`src/rtl/pipeline_readreg_skid.sv`:
```
// pipeline_readreg_skid: decode -> execute pipeline register with a
// valid/ready handshake and a two-deep skid (main + skid) so that
// backpressure never drops an instruction. A synchronous flush discards
// everything for branch redirect. When no entry is held, the control-type
// outputs read as zero.
// Optional build macro: PIPELINE_READREG_HAZARD_EN enables the load-use
// interlock (hazard_stall). When it is undefined, hazard_stall is tied low
// and no comparators are built.
module pipeline_readreg_skid #(
    parameter int CTRL_W        = 22,
    parameter int RNUM_W        = 3,
    parameter int IMM_W         = 16,
    parameter int TYPE_W        = 6,
    parameter int COND_W        = 3,
    parameter int LOAD_BIT      = 8,
    parameter int LINK_TYPE_BIT = 2,
    parameter int LINK_IMM_W    = 8
) (
    input  logic              clk,
    input  logic              rst,
    input  logic              flush,
    input  logic              in_valid,
    output logic              in_ready,
    input  logic [CTRL_W-1:0] control_in,
    input  logic [RNUM_W-1:0] num_Rm_in,
    input  logic [RNUM_W-1:0] num_Rn_in,
    input  logic [RNUM_W-1:0] num_Rd_in,
    input  logic [IMM_W-1:0]  imm_in,
    input  logic [2:0]        used_RmRnRd_in,
    input  logic [TYPE_W-1:0] inst_type_in,
    input  logic [IMM_W-1:0]  delayed_B_in,
    input  logic [COND_W-1:0] delayed_cond_in,
    output logic              out_valid,
    input  logic              out_ready,
    output logic [CTRL_W-1:0] control_out,
    output logic [RNUM_W-1:0] num_Rm_out,
    output logic [RNUM_W-1:0] num_Rn_out,
    output logic [RNUM_W-1:0] num_Rd_out,
    output logic [IMM_W-1:0]  imm_out,
    output logic [2:0]        used_RmRnRd_out,
    output logic [TYPE_W-1:0] inst_type_out,
    output logic [IMM_W-1:0]  delayed_B_out,
    output logic [COND_W-1:0] delayed_cond_out,
    output logic              loads,
    output logic              hazard_stall
);

    localparam int PAY_W = CTRL_W + 3 * RNUM_W + IMM_W + 3 + TYPE_W + IMM_W + COND_W;

    typedef enum logic [1:0] {
        ST_EMPTY = 2'd0,
        ST_ONE   = 2'd1,
        ST_FULL  = 2'd2
    } state_t;

    state_t            state_r;
    state_t            state_nxt_s;
    logic [PAY_W-1:0]  main_r;
    logic [PAY_W-1:0]  skid_r;
    logic [PAY_W-1:0]  in_pay_s;
    logic              in_fire_s;
    logic              out_fire_s;
    logic              main_from_in_s;
    logic              main_from_skid_s;
    logic              skid_from_in_s;

    // Head-entry fields unpacked from the main register
    logic [CTRL_W-1:0] h_ctrl_s;
    logic [RNUM_W-1:0] h_rm_s;
    logic [RNUM_W-1:0] h_rn_s;
    logic [RNUM_W-1:0] h_rd_s;
    logic [IMM_W-1:0]  h_imm_s;
    logic [2:0]        h_used_s;
    logic [TYPE_W-1:0] h_type_s;
    logic [IMM_W-1:0]  h_db_s;
    logic [COND_W-1:0] h_cond_s;

    assign in_pay_s = {control_in, num_Rm_in, num_Rn_in, num_Rd_in, imm_in,
                       used_RmRnRd_in, inst_type_in, delayed_B_in, delayed_cond_in};

    assign {h_ctrl_s, h_rm_s, h_rn_s, h_rd_s, h_imm_s,
            h_used_s, h_type_s, h_db_s, h_cond_s} = main_r;

    // Handshake qualifiers; in_ready depends only on state, flush and the
    // interlock, never on out_ready
    assign out_valid  = (state_r != ST_EMPTY);
    assign in_ready   = (state_r != ST_FULL) & ~flush & ~hazard_stall;
    assign in_fire_s  = in_valid & in_ready;
    assign out_fire_s = out_valid & out_ready;

`ifdef PIPELINE_READREG_HAZARD_EN
    // Load-use interlock against the head entry only
    assign hazard_stall = in_valid & loads &
                          ((used_RmRnRd_in[0] & (num_Rm_in == h_rd_s)) |
                           (used_RmRnRd_in[1] & (num_Rn_in == h_rd_s)));
`else
    assign hazard_stall = 1'b0;
`endif

    // Next-state and storage-load selection for the main/skid pair
    always_comb begin
        state_nxt_s      = state_r;
        main_from_in_s   = 1'b0;
        main_from_skid_s = 1'b0;
        skid_from_in_s   = 1'b0;
        if (flush) begin
            state_nxt_s = ST_EMPTY;
        end else begin
            case (state_r)
                ST_EMPTY: begin
                    if (in_fire_s) begin
                        main_from_in_s = 1'b1;
                        state_nxt_s    = ST_ONE;
                    end else begin
                        state_nxt_s    = ST_EMPTY;
                    end
                end
                ST_ONE: begin
                    if (in_fire_s && out_fire_s) begin
                        main_from_in_s = 1'b1;
                        state_nxt_s    = ST_ONE;
                    end else if (in_fire_s) begin
                        skid_from_in_s = 1'b1;
                        state_nxt_s    = ST_FULL;
                    end else if (out_fire_s) begin
                        state_nxt_s    = ST_EMPTY;
                    end else begin
                        state_nxt_s    = ST_ONE;
                    end
                end
                ST_FULL: begin
                    // in_ready is low here, so the input is never captured
                    if (out_fire_s) begin
                        main_from_skid_s = 1'b1;
                        state_nxt_s      = ST_ONE;
                    end else begin
                        state_nxt_s      = ST_FULL;
                    end
                end
                default: begin
                    state_nxt_s = ST_EMPTY;
                end
            endcase
        end
    end

    // State register; reset outranks flush and any handshake
    always_ff @(posedge clk) begin
        if (rst) begin
            state_r <= ST_EMPTY;
        end else begin
            state_r <= state_nxt_s;
        end
    end

    // Payload registers; not reset because the state marks them invalid
    always_ff @(posedge clk) begin
        if (main_from_in_s) begin
            main_r <= in_pay_s;
        end else if (main_from_skid_s) begin
            main_r <= skid_r;
        end
        if (skid_from_in_s) begin
            skid_r <= in_pay_s;
        end
    end

    // Head outputs; control-type fields are gated to zero on a bubble
    always_comb begin
        control_out      = out_valid ? h_ctrl_s : {CTRL_W{1'b0}};
        used_RmRnRd_out  = out_valid ? h_used_s : 3'b000;
        inst_type_out    = out_valid ? h_type_s : {TYPE_W{1'b0}};
        delayed_cond_out = out_valid ? h_cond_s : {COND_W{1'b0}};
        num_Rm_out       = h_rm_s;
        num_Rn_out       = h_rn_s;
        num_Rd_out       = h_rd_s;
        delayed_B_out    = h_db_s;
        loads            = out_valid & h_ctrl_s[LOAD_BIT];
        // BL/BLX carry the low bits of the delayed target as their immediate
        if (inst_type_out[LINK_TYPE_BIT]) begin
            imm_out = {{(IMM_W-LINK_IMM_W){1'b0}}, h_db_s[LINK_IMM_W-1:0]};
        end else begin
            imm_out = h_imm_s;
        end
    end

endmodule

```
`config.mk`:
```
export PLATFORM = sky130hd
export DESIGN_NAME = pipeline_readreg_skid
export DESIGN_NICKNAME = d
export VERILOG_FILES = /design/src/rtl/pipeline_readreg_skid.sv
export SDC_FILE = /design/constraint.sdc
export NUM_CORES = 1
export LEC_CHECK = 0
export CELL_PAD_IN_SITES_DETAIL_PLACEMENT = 1
export CELL_PAD_IN_SITES_GLOBAL_PLACEMENT = 2
export CORE_MARGIN = 1
export CORE_UTILIZATION = 25
export DETAILED_ROUTE_END_ITERATION = 7
export HOLD_SLACK_MARGIN = 0.15
export PLACE_DENSITY_LB_ADDON = 0.2
export SLEW_MARGIN = 5
export SYNTH_ARGS = -nofsm -noshare
export SYNTH_HDL_FRONTEND = slang
export SYNTH_SLANG_ARGS = --single-unit
```
`constraint.sdc`:
```
create_clock -name clk -period 8.1 [get_ports clk]
set_clock_uncertainty 0.05 [all_clocks]
set_input_delay 1.62 -clock clk [delete_from_list [all_inputs] [get_ports clk]]
set_output_delay 1.62 -clock clk [all_outputs]
set_load 0.005 [all_outputs]
```
## After elaboration in Yosys (flattened, before gate mapping)

Cells that the tools add are included.

- Input port bits: 80
- Output and inout port bits: 79
- Logic and storage cells: 39
- Register bits after elaboration: 152

- Reductions and logical operators: 5
- Mux-type cells: 23
- Equality and inequality tests: 3
- Bitwise logic cells: 5

Operators by type and width:

| cell | count |
|---|---|
| 2-to-1 mux 75 bit | 2 |
| 2-to-1 mux 22 bit | 1 |
| 2-to-1 mux 16 bit | 1 |
| 2-to-1 mux 1 bit | 11 |
| 2-to-1 mux 2 bit | 3 |
| 2-to-1 mux 3 bit | 2 |
| 2-to-1 mux 6 bit | 1 |
| one-hot mux 2 bit (3 select lines) | 1 |
| bitwise AND 1 bit | 4 |
| nonzero test 2 bit | 2 |
| equality test 2 x 1 -> 1 bit (second input constant) | 1 |
| equality test 2 bit (second input constant) | 1 |
| zero test 2 bit | 1 |
| inequality test 2 bit (second input constant) | 1 |
| one-hot mux 1 bit (2 select lines) | 1 |
| OR reduction 2 bit | 1 |
| logical AND 1 bit | 1 |
| NOT 1 bit | 1 |

## Depth between registers and ports, before layout

Gate-level depths: netlist (run 1).

- Word-level depth: 8
- Gate-level depth with buffers: 10
- Depth with buffers taken out: 7

## Worst setup path after synthesis (run 1)

No wires, ideal clock.

- Kind: input port to flip-flop
- From: input flush
- To: register skid_r[0], enable pin
- Buffers on the path: 0
- Path slack: 0.237 ns
- Arrival: 7.212 ns
- Stages: 5
- Cell sequence: nor2_1 -> and2_1 -> ha_1 -> nand2_1 -> nor3_1

- Cells in the longest elaborated chain, start to end: 7
- Elaborated cells on any way between the ends: 8

RTL lines:

| what | line | RTL |
|---|---|---|
| from (decl) | 21 | `input logic flush,` |
| NOT 1 bit | 87 | `assign in_ready = (state_r != ST_FULL) & ~flush & ~hazard_stall;` |
| bitwise AND 1 bit | 87 |  |
| bitwise AND 1 bit | 88 | `assign in_fire_s = in_valid & in_ready;` |
| 2-to-1 mux 1 bit / logical AND 1 bit (equally long branches) | 122, 119 |  |
| 2-to-1 mux 1 bit | 119 | `if (in_fire_s && out_fire_s) begin` |
| 2-to-1 mux 1 bit | 109 | `case (state_r)` |
| 2-to-1 mux 1 bit * | 106 | `if (flush) begin` |
| named net skid_from_in_s | 65 | `logic skid_from_in_s;` |
| to (signal assigned) | 164 | `skid_r <= in_pay_s;` |
| to (decl) | 59 | `logic [PAY_W-1:0] skid_r;` |

Mark *: on every way through the listed nets, which the timed path passes. The rest lies on a longest branch.
A chain may end at the register's enable or synchronous reset.

## Final worst setup path (run 1)

- From: register state_r[1]
- To: output imm_out[6]

- Cells in the longest elaborated chain, start to end: 3

RTL lines:

| what | line | RTL |
|---|---|---|
| from (decl) | 56 | `state_t state_r;` |
| from (signal assigned) | 152 | `state_r <= state_nxt_s;` |
| nonzero test 2 bit | 86 | `assign out_valid = (state_r != ST_EMPTY);` |
| 2-to-1 mux 6 bit | 172 | `inst_type_out = out_valid ? h_type_s : {TYPE_W{1'b0}};` |
| 2-to-1 mux 16 bit | 180 | `if (inst_type_out[LINK_TYPE_BIT]) begin` |
| to (decl) | 39 | `output logic [IMM_W-1:0] imm_out,` |

No other way between the ends.

==> results of run 1 <==
## stage by stage
step	power (W)	setup slack, ns
final	0.001772	3.374
after global routing	0.001841	3.015
after CTS	0.001807	3.167
after detailed placement	0.001050	3.167
after global placement	0.001048	3.255
after floorplan	0.0009716	0.2366
## layer usage
| metal | part of all wire, % | global-route usage [%] |
|---|---|---|
| met4 | 1.6 | 4.631 |
| met1 | 43 | 12.83 |
| met5 | 0 | 0 |
| met2 | 50 | 18.63 |
| met3 | 5.1 | 3.287 |
## cell usage in the layout (no fill, tap or decap)
| cell type | Yosys | routed |
|---|---|---|
| inv_1 | 3 | 3 |
| clkinv_2 | 0 | 2 |
| ha_1 | 2 | 2 |
| nor3b_1 | 1 | 1 |
| nor3_1 | 2 | 1 |
| mux2i_1 | 1 | 1 |
| clkbuf_1 | 4 | 1 |
| mux2_4 | 39 | 39 |
| dfxtp_1 | 2 | 2 |
| and2_1 | 43 | 43 |
| nor2_1 | 1 | 1 |
| a2bb2oi_1 | 1 | 1 |
| nor2b_1 | 1 | 1 |
| clkinv_4 | 0 | 2 |
| clkbuf_16 | 0 | 17 |
| nand3b_1 | 1 | 1 |
| nor3_2 | 0 | 1 |
| mux2_2 | 44 | 44 |
| or4b_2 | 1 | 1 |
| conb_1 | 1 | 1 |
| edfxtp_1 | 150 | 150 |
| nand2_4 | 0 | 1 |
| or3_1 | 2 | 1 |
| or2_2 | 1 | 1 |
| buf_4 | 27 | 2 |
| o22ai_1 | 1 | 1 |
| a21oi_1 | 1 | 1 |
| inv_6 | 0 | 5 |
| or3_4 | 0 | 1 |
| inv_8 | 0 | 2 |
| clkinvlp_4 | 0 | 3 |
| nand2_1 | 3 | 2 |
| clkdlybuf4s50_1 | 0 | 157 |
## logic make-up after synthesis
kind of cell	Yosys count	synth area share (%)
compound gates	3	0.3158
other cells	1	0.05916
mux	84	17.21
fa+ha+maj	2	0.3947
simple gates	56	5.429
buf+inv	44	4.895
flops	152	71.69
## state kept, by name, summed over array words and instances, names as in the netlist
register	flops
skid_r	75
state_r	2
main_r	75
## layout make-up
class,instances,area [um2]
fillers,2485,16010
flip-flops and latches,152,4544
repair buffers,159,1587
multi-input cells,146,1501
clock buffers,18,429.2
well taps,324,405.4
clock inverters,14,116.4
inverters,3,11.26
## worst register-to-register path, delay by kind of cell (launching register included)
family                     cells  cell delay (ns)
muxes                          2             0.60
DFF                            1             0.38
and+or+nand+nor                3             1.32
adders and majority gates      1             0.18
buffers and inverters          1             0.75
## worst max path at each step
stage / start / to / slack [ns] / cells past startpoint
finish: state_r[1]$_SDFF_PP0_ / imm_out[6] / 3.37 / 4
global route: state_r[1]$_SDFF_PP0_ / imm_out[6] / 3.01 / 4
CTS: state_r[1]$_SDFF_PP0_ / imm_out[6] / 3.17 / 4
detailed placement: flush / main_r[3]$_DFFE_PP_ / 3.17 / 8
global placement: flush / main_r[11]$_DFFE_PP_ / 3.26 / 8
floorplan: flush / skid_r[0]$_DFFE_PP_ / 0.24 / 5
## report_power, final
| group | switching, W | internal, W | total [W] |
|---|---|---|---|
| Sequential | 0.00000466 | 0.000886 | 0.000890 |
| Clock | 0.000342 | 0.000401 | 0.000743 |
| Combinational | 0.0000522 | 0.0000866 | 0.000139 |
| Total | 0.000399 | 0.00137 | 0.00177 |
==> reports/metrics.cfg, run 1 <==
[routing]
vias=3311
finalWirelength_um=13700
firstDrtPassIters=4
drt-vias-per-instance=4.058
drc_errors=0
wl_per_cell_um=16.79
ant_nets=0
drt_iter0_markers=151

[global_route]
grt_max_degree=76
grt.total_usage_pct=10.96
antenna_found_initial=0
grt_pass1_wl_um=21100
grt_pass1_vias=3634
grt-ovfl-total=0

[worst_hold_path]
hold_depth=1
hold_class=reg -> reg
min-delay-start=skid_r[34]$_DFFE_PP_
min_to=main_r[34]$_DFFE_PP_

[cts]
clkSinkCount=152
cts_setup_buffers=0
cts_inserted_buffers=17
clkSlewWorstSetupHoldPaths_ns=0.07
cts-hold-fix-buffers=0
htreeDepth=4
cts.path.max_buffers=2
cts_resized=0
worstSkewPairLatency_ns=0.42
clockRootBuffer=clkbuf_16
tritoncts=done

[critical_path]
ff2ff_setup_slack_ns=4.57
critical_path_class=reg -> out
rr_worst_depth=7
path_buf_inv=1
cp_top_family=simple AND/OR/NAND/NOR gates
slowest_delay_ns=0.64
path_cells=or2_2, nand2_1, mux2_2, clkdlybuf4s50_1
critPathCaptureType=output port
cp_data_arrival_time_ns=3.06
reg2reg_from=state_r[1]$_SDFF_PP0_
critPathRequiredTime_ns=6.43
slowest_stage=nand2_1
crit_fanout=36
worstReg2RegEnd=main_r[3]$_DFFE_PP_
start_kind=flop

[synth]
synth_nets=424
synth.avg_cell_area_um2=18.53
synth-seq-cells=152
netlist.top_cell.by_area=edfxtp_1
synth_edf_count=150
async_flop_share_pct=0
synthTopCellsByCount=150 x edfxtp_1, 44 x mux2_2, 43 x and2_1, 39 x mux2_4, 27 x buf_4
yosys_warnings=0
synth_area_leaders=edfxtp_1 71%, mux2_4 9.2%, mux2_2 7.8%
synth_area_um2=6339
synth-seq-area-share_pct=71.69
synth_top_area_share_pct=71.06
ys.flop_type=edfxtp_1
yosysMostFrequentCell=edfxtp_1
synth_cells=342
synthDistinctLibCells=26

[timing]
rsz0062_at_grt=no
max_freq_mhz=211.6
finalSetupViolCount=0
min_period_ns=4.726
final_hold_viol_count=0
period_share_pct=58.35
slew_violations=0
max_slew.worst_pin.slew_ns=1.116
fin_tns_setup_ns=0
max_slew_margin_pct=25.60
holdWs_ns=0.4908

[run_status]
status=finished clean

[finish]
utilization_pct=34.93
stdcell_area_um2=8594
antenna_cells=0
final_nets=561
drive_above_1_share_pct=24.59
finalNonFillerCells=816
syn_to_final_growth_pct=35.59

[die]
core-area_um2=24600
dieArea_um2=26000
initial_core_util_pct=25.76
ioPinCount=159
dieWidth_um=161.2
row_count=57
die_h_um=161.2

[placement]
place_congestion=0.7335
dp.cells=784
io_buffers=157
place_area_um2=8049
place_hpwl_um=8475

[power]
leakage_nw=2.994
p_per_area_nw_per_um2=206.2
ir_worst_vdd_uv=118.4

[job]
cap_violations=0

Note: power is estimated with default switching activity, not from simulation.
==> inputs of run 2 (changes only) <==
==> constraint.sdc (replaced) <==
create_clock -name clk -period 4 [get_ports clk]
set_clock_uncertainty 0.05 [all_clocks]
set_input_delay 0.8 -clock clk [delete_from_list [all_inputs] [get_ports clk]]
set_output_delay 0.8 -clock clk [all_outputs]
set_load 0.005 [all_outputs]
==> run 2 against run 1 <==
Effect of this change: global-route usage up 0.15 points; final area is 2.1% higher; combinational power grew 110%; power up 120%; sequential power increased by 100%; via count rose by 0.18%; clock power is 130% higher; critical path type unchanged; first-iteration DRC count is 36% lower; cell count grew 0.86%; hold slack improved by 0.0037 ns; die area is the same; wire length increased by 0.38%.
==> reports/metrics.cfg, run 2 (synthesized netlist as in run 1, its figures left out) <==
[routing]
finalWirelength_um=13750  ; was 13700 um
drt_iter0_markers=96  ; was 151
wl_per_cell_um=16.71  ; was 16.79 um
drc_errors=0  ; unchanged
drt-vias-per-instance=4.030  ; was 4.058
firstDrtPassIters=4  ; unchanged
ant_nets=0  ; unchanged
vias=3317  ; was 3311

[die]
initial_core_util_pct=25.76  ; unchanged
die_h_um=161.2  ; unchanged
ioPinCount=159  ; unchanged
core-area_um2=24600  ; unchanged
dieArea_um2=26000  ; unchanged
dieWidth_um=161.2  ; unchanged
row_count=57  ; unchanged

[power]
p_per_area_nw_per_um2=434.8  ; was 206.2 nW/um2
p_int_w=0.003030  ; was 0.001373 W
p_comb_share_pct=7.6  ; was 7.8%
power_frac_clock_pct=45.2  ; was 41.9%
switchingPower_w=0.0007872  ; was 0.0003992 W
leakage_nw=3.073  ; was 2.994 nW
swShare_pct=20.63  ; was 22.53%
ir_worst_vdd_uv=232.2  ; was 118.4 uV
pwr-share-seq_pct=47.2  ; was 50.2%

[timing]
final_hold_viol_count=0  ; unchanged
max_freq_mhz=289.4
min_period_ns=3.455
max_slew.worst_pin.slew_ns=0.8069  ; was 1.116 ns
max_slew_margin_pct=46.08  ; was 25.60%
fin_tns_setup_ns=0  ; unchanged
rsz0062_at_grt=no  ; unchanged
slew_violations=0  ; unchanged
worst_slack_ns=0.5448  ; was 3.374 ns
period_share_pct=86.38
finalSetupViolCount=0  ; unchanged

[critical_path]
critical_path_class=reg -> out  ; unchanged
rr_worst_depth=8  ; was 7
critPathRequiredTime_ns=3.15  ; was 6.43 ns
crit_fanout=17  ; was 36
ff2ff_setup_slack_ns=1.17  ; was 4.57 ns
start_kind=flop  ; unchanged
critPathCaptureType=output port  ; unchanged
cp_data_arrival_time_ns=2.61  ; was 3.06 ns

[placement]
place_hpwl_um=8845  ; was 8475 um
place_congestion=0.6815  ; was 0.7335
io_buffers=157  ; unchanged
place_ws_ns=0.5132  ; was 3.167 ns

[global_route]
grt-ovfl-total=0  ; unchanged
grt_pass1_vias=3736  ; was 3634
grt_max_degree=76  ; unchanged
grt.total_usage_pct=11.11  ; was 10.96%
antenna_found_initial=1  ; was 0
grt_pass1_wl_um=21600  ; was 21100 um

[finish]
utilization_pct=35.68  ; was 34.93%
top_regs=main_r: 75 flops, skid_r: 75 flops, state_r: 2 flops  ; unchanged
final_nets=567  ; was 561
drive_above_1_share_pct=25.10  ; was 24.59%
syn_to_final_growth_pct=38.49  ; was 35.59%
mostFrequentLayoutCell=clkdlybuf4s50_1  ; unchanged
final_cell_mix=157 x clkdlybuf4s50_1, 150 x edfxtp_1, 44 x mux2_2  ; unchanged

[job]
cap_violations=0  ; unchanged

[cts]
tritoncts=done  ; unchanged
cts_resized=0  ; unchanged
clkSinkCount=152  ; unchanged
htreeDepth=4  ; unchanged
clkSlewWorstSetupHoldPaths_ns=0.07  ; about the same
cts_inserted_buffers=17  ; unchanged
cts.path.max_buffers=2  ; unchanged
worstSkewPairLatency_ns=0.42  ; about the same
cts-hold-fix-buffers=0  ; unchanged
clockRootBuffer=clkbuf_16  ; unchanged
cts_setup_buffers=0  ; unchanged

[worst_hold_path]
hold_class=reg -> reg  ; unchanged
hold_depth=1  ; unchanged

[run_status]
status=finished clean  ; unchanged

-- run 2: cell types whose count changed in the layout (fill, tap and decap cells not counted), moves of 2 or more --
cell / delta
buf_12: +4
buf_4: +2
bufinv_16: +4
clkinv_2: -2
clkinv_4: +2
clkinvlp_4: -2
inv_6: -2
inv_8: -2
-- run 2: critical path, cell delays in order, from the launching register on --
cell,delay (ns)
dfxtp_1,0.39
or2_2,0.32
nand2_1,0.60
mux2_2,0.42
clkdlybuf4s50_1,0.45
-- run 2: worst paths after layout --
kind / endpoint / from
worst max register to register: main_r[11]$_DFFE_PP_ / state_r[1]$_SDFF_PP0_
worst min-delay path: main_r[60]$_DFFE_PP_ / skid_r[60]$_DFFE_PP_
worst max-delay path: imm_out[0] / state_r[1]$_SDFF_PP0_
worst min register to register: main_r[60]$_DFFE_PP_ / skid_r[60]$_DFFE_PP_
-- run 2: area by class of cell --
class	instances	area (um2)
Fill cell	2479	15830
Sequential cell	152	4544
Timing Repair Buffer	165	1682
Multi-Input combinational cell	146	1508
Clock buffer	19	432.9
Tap cell	324	405.4
Clock inverter	13	192.7
Inverter	3	11.26
Antenna cell	1	2.502
-- run 2: routing by layer --
layer | part of all wire (%) | up-vias | track usage (%)
met5 | 0 | - | 0
li1 | - | 1540 | -
met4 | 1.6 | 0 | 4.717
met2 | 49 | 96 | 18.30
met1 | 43 | 1671 | 13.44
met3 | 5.4 | 10 | 3.390
-- run 2: power by group through the flow --
stage / logic [W] / clock network (W) / registers, W
2_1_floorplan: 0.000131 / 0 / 0.00183
3_3_place_gp: 0.000292 / 0 / 0.00184
3_5_place_dp: 0.000297 / 0 / 0.00184
4_1_cts: 0.000299 / 0.00178 / 0.00180
5_1_grt: 0.000313 / 0.00184 / 0.00180
6_report: 0.000291 / 0.00172 / 0.00180
-- run 2: stage by stage --
step           area (um2)  hold slack (ns)  power (W)  instances
2_1_floorplan        6352           0.4731   0.001966        342
3_3_place_gp         8150           0.4804   0.002127        790
3_5_place_dp         8150           0.4860   0.002134        790
4_1_cts              8776           0.5008   0.003885        822
5_1_grt              8778           0.5038   0.003960        823
6_report             8778           0.4945   0.003817        823
==> inputs of run 3 (changes only) <==
--- a/config.mk
+++ b/config.mk
@@ -9,6 +9,7 @@
 export CELL_PAD_IN_SITES_GLOBAL_PLACEMENT = 2
 export CORE_MARGIN = 1
 export CORE_UTILIZATION = 25
+export CTS_CLUSTER_DIAMETER = 30
 export DETAILED_ROUTE_END_ITERATION = 7
 export HOLD_SLACK_MARGIN = 0.15
 export PLACE_DENSITY_LB_ADDON = 0.2
==> results of run 3 <==
No change in the layout: final DEF, timing and power equal those of run 2.
==> RTL change 1 (flow settings as in run 1) <==
Build with the macro `PIPELINE_READREG_HAZARD_EN` defined.
--- a/src/rtl/pipeline_readreg_skid.sv
+++ b/src/rtl/pipeline_readreg_skid.sv
@@ -8,2 +8,4 @@
 // and no comparators are built.
+`define PIPELINE_READREG_HAZARD_EN
+
 module pipeline_readreg_skid #(
Behaviour: not the same (a bounded check fails within 4 cycles, from zero or initial values).
==> RTL change 1 against run 1 <==
Total power grew 5.2%; synthesized area shrank 0.95%; critical path depth grew 2; largest power group unchanged; critical endpoint is now hazard_stall; global-route usage grew 0.71 points; sequential cell count is the same; synthesized cell count grew 2.3%; routed wire length grew 6.1%; worst setup slack lost 430 ps; die area shrank 0.93%; cell area grew 0.61%.
==> RTL change 1: results (changes against run 1) <==
status: "completed"  # unchanged
dp_cells: 798  # was 784
vdd_ir_drop_max_mv: 0.123  # was 0.118 mV
hold_start: "skid_r[43]"  # was skid_r[34]
gp_congestion: 0.741  # was 0.734
sw_frac_of_total_pct: 21.9  # was 22.5%
routedWlPerCell_um: 17.5  # was 16.8 µm
grt.met2_usage_pct: 18.3  # was 18.6%
detailed_place_hpwl_um: 9050  # was 8480 µm
yosysUniqueCellTypes: 28  # was 26
grtUsageMet1_pct: 14.7  # was 12.8%
avgSynthCellArea_um2: 17.9  # was 18.5 µm²
grt_pass1_vias: 3792  # was 3634
post-place-ws_ps: 2830  # was 3170 ps
routed_wl_um: 14500  # was 13700 µm
worst_slew_pin_slew_ps: 868  # was 1120 ps
drt_iter0_drc: 99  # was 151
p_leak_nw: 2.86  # was 2.99 nW
grt_max_degree: 58  # was 76
cp-startpoint: "num_Rn_in[1]"  # was state_r[1]
num_vias: 3415  # was 3311
slowest_delay_ps: 540  # was 640 ps
crit_family: "buffers and inverters"  # was simple AND/OR/NAND/NOR gates
nFillCells: 2484  # was 2485
grt_pass1_wl_um: 22500  # was 21100 µm
## RTL change 1: layout make-up
| cell class | instances | area share [%] |
|---|---|---|
| clock inverters | 15 | 2.20 |
| clock buffers | 17 | 4.92 |
| flip-flops and latches | 152 | 52.6 |
| well taps | 324 | 4.69 |
| repair buffers | 163 | 18.7 |
| inverters | 3 | 0.130 |
| multi-input cells | 156 | 16.8 |
## RTL change 1: cell families (layout without fill, tap and decap cells)
logic type / count (synthesis) / count (layout) / synth area share [%]
xor gates and xnor gates: 6 / 6 / 0.837
muxes: 85 / 85 / 15.2
DFF: 152 / 152 / 72.4
buffers and inverters: 42 / 198 / 4.80
and+or+nand+nor: 57 / 57 / 5.68
adders and majority gates: 2 / 2 / 0.399
AOI/OAI and AO/OA: 6 / 6 / 0.697
## RTL change 1: power groups by stage
stage | clock network (mW) | registers [mW] | logic [mW]
6_report | 0.844 | 0.890 | 0.131
5_1_grt | 0.901 | 0.891 | 0.143
4_1_cts | 0.873 | 0.890 | 0.135
3_5_place_dp | 0 | 0.907 | 0.134
3_3_place_gp | 0 | 0.907 | 0.132
2_1_floorplan | 0 | 0.907 | 0.0551
## RTL change 1: per-layer routing
layer	vias up	part of all wire [%]
li1	1573	-
met1	1722	46
met2	111	46
met3	9	7.0
met4	0	0.74
met5	-	0
## RTL change 1: worst reg2reg max path, cell delays in order, from the launching register on
cell      delay [ps]
dfxtp_1          390
or2_1            240
buf_4            260
and2_1           290
a21boi_1         200
nor4b_2          330
ha_1             230
a21oi_1          100
nor2_4           670
buf_4            710
## RTL change 1: worst paths after layout
path,to,slack (ps),cells past startpoint
worst min-delay path,main_r[43],470,1
worst max-delay path,hazard_stall,2940,6
worst max register to register,main_r[39],4160,9
worst min register to register,main_r[43],470,1
==> RTL change 2 (settings of run 1) <==
Made on the original files. Reset style: asynchronous (`rst`), changed in one clocked block.
--- a/src/rtl/pipeline_readreg_skid.sv
+++ b/src/rtl/pipeline_readreg_skid.sv
@@ -147,3 +147,3 @@
     // State register; reset outranks flush and any handshake
-    always_ff @(posedge clk) begin
+    always_ff @(posedge clk or posedge rst) begin
         if (rst) begin
Function: differs if rst is asserted again (counterexample within 4 cycles, from zero or initial values and one cycle with rst high); with rst held inactive, the same outputs for 10 cycles.
==> RTL change 2 against run 1 <==
Worst setup slack better by 88 ps; cell area grew 1.4%; via count is 1.6% lower; total power grew 7.3%; fmax is 1.9% higher; synthesized area grew 0.81%; routed wire length grew 0.66%; clock power rose by 8.3%; combinational power rose by 40%; sequential cell count unchanged; synthesized cell count decreased by 0.29%; worst hold slack improved by 5.1 ps; critical path depth increased by 4; sequential power up 1%; largest power group unchanged.
==> RTL change 2: results (changes against run 1) <==
status: "completed"  # unchanged
p_leak_nw: 3.09  # was 2.99 nW
gp_congestion: 0.721  # was 0.734
use_met3_pct: 3.83  # was 3.29%
dp_cells: 792  # was 784
synthTopCellsByCount: "edfxtp_1, mux2_4, and2_1"  # was edfxtp_1, mux2_2, and2_1
drt_iter0_drc: 137  # was 151
routedWlPerCell_um: 16.7  # was 16.8 µm
vdd_ir_drop_max_mv: 0.115  # was 0.118 mV
nNetsFinal: 563  # was 561
detailed_place_hpwl_um: 8850  # was 8480 µm
antenna_found_initial: 2  # was 0
yosysUniqueCellTypes: 23  # was 26
ys_seq_area_share_pct: 71.3  # was 71.7%
clock_latency_ps: 420  # about the same
routed_wl_um: 13800  # was 13700 µm
crit_family: "buffers and inverters"  # was simple AND/OR/NAND/NOR gates
slowest_delay_ps: 820  # was 640 ps
grtUsageTotal_pct: 10.9  # was 11.0%
worst_path_max_delay_cell: "a21oi_4"  # was nand2_1
async_reset_ff_share_pct: 1.32  # was 0%
grtUsageMet1_pct: 13.0  # was 12.8%
viasPerCell: 3.95  # was 4.06
wirelength_met1_um: 5880  # was 5910 µm
routed.top_layer: "met5"  # was met4
worst_slew_pin_slew_ps: 1050  # was 1120 ps
grt.met2_usage_pct: 18.2  # was 18.6%
avgSynthCellArea_um2: 18.7  # was 18.5 µm²
worstPathMaxFanout: 47  # was 36
dr_wl_met3_um: 765  # was 695 µm
grt_pass1_vias: 3537  # was 3634
grt_pass1_wl_um: 21000  # was 21100 µm
nFillCells: 2596  # was 2485
## RTL change 2: final timing paths
path | depth (start not counted) | end | start | slack, ps
worst min register to register | 1 | main_r[11] | skid_r[11] | 500
min in group asynchronous | 2 | state_r[0] | rst | 1320
worst max register to register | 8 | main_r[68] | state_r[1] | 4300
worst max-delay path | 8 | main_r[68] | flush | 3460
worst min-delay path | 1 | main_r[11] | skid_r[11] | 500
max in group asynchronous | 2 | state_r[0] | rst | 6560
## RTL change 2: area by class of cell
type	instances	share of cell area (%)
sequential	152	52.3
timing repair buffer	161	18.4
multi-input combinational	146	17.7
clock buffer	17	4.88
tap	330	4.74
clock inverter	15	1.91
inverter	3	0.129
antenna	1	0.0287
## RTL change 2: kinds of logic after synthesis
logic type | after synthesis | synth area share (%)
flip-flops | 152 | 71.3
multiplexers | 85 | 17.9
AND/OR/NAND/NOR | 55 | 5.29
buffers and inverters | 43 | 4.88
AO/OA/AOI/OAI | 3 | 0.235
adder cells (fa/ha/maj) | 2 | 0.392
other | 1 | 0.0587
## RTL change 2: power by group
group / switching (mW) / internal [mW] / leakage, nW
clock: 0.344 / 0.461 / 0.277
sequential: 0.00698 / 0.895 / 1.40
combinational: 0.0750 / 0.119 / 1.42
total: 0.426 / 1.48 / 3.09
## RTL change 2: through the flow
step                power (mW)  instance area, µm²  hold WS, ps  setup WS (ps)  utilization, %
floorplan                 1.01                6390          473            252               -
global placement          1.12                8120          479           3040            32.3
detailed placement        1.12                8120          484           2930            32.3
CTS                       1.93                8710          500           3370            34.7
global route              1.97                8710          508           3230            34.7
finish                    1.90                8710          496           3460            34.7
## RTL change 2: worst register-to-register path: stages (launching register included)
cell and delay [ps]:
dfrtp_1 440, or2_2 590, nand2_1 170, inv_1 90, ha_1 150, mux2i_1 80, or2_2 310, a21oi_4 820
buf_4 720
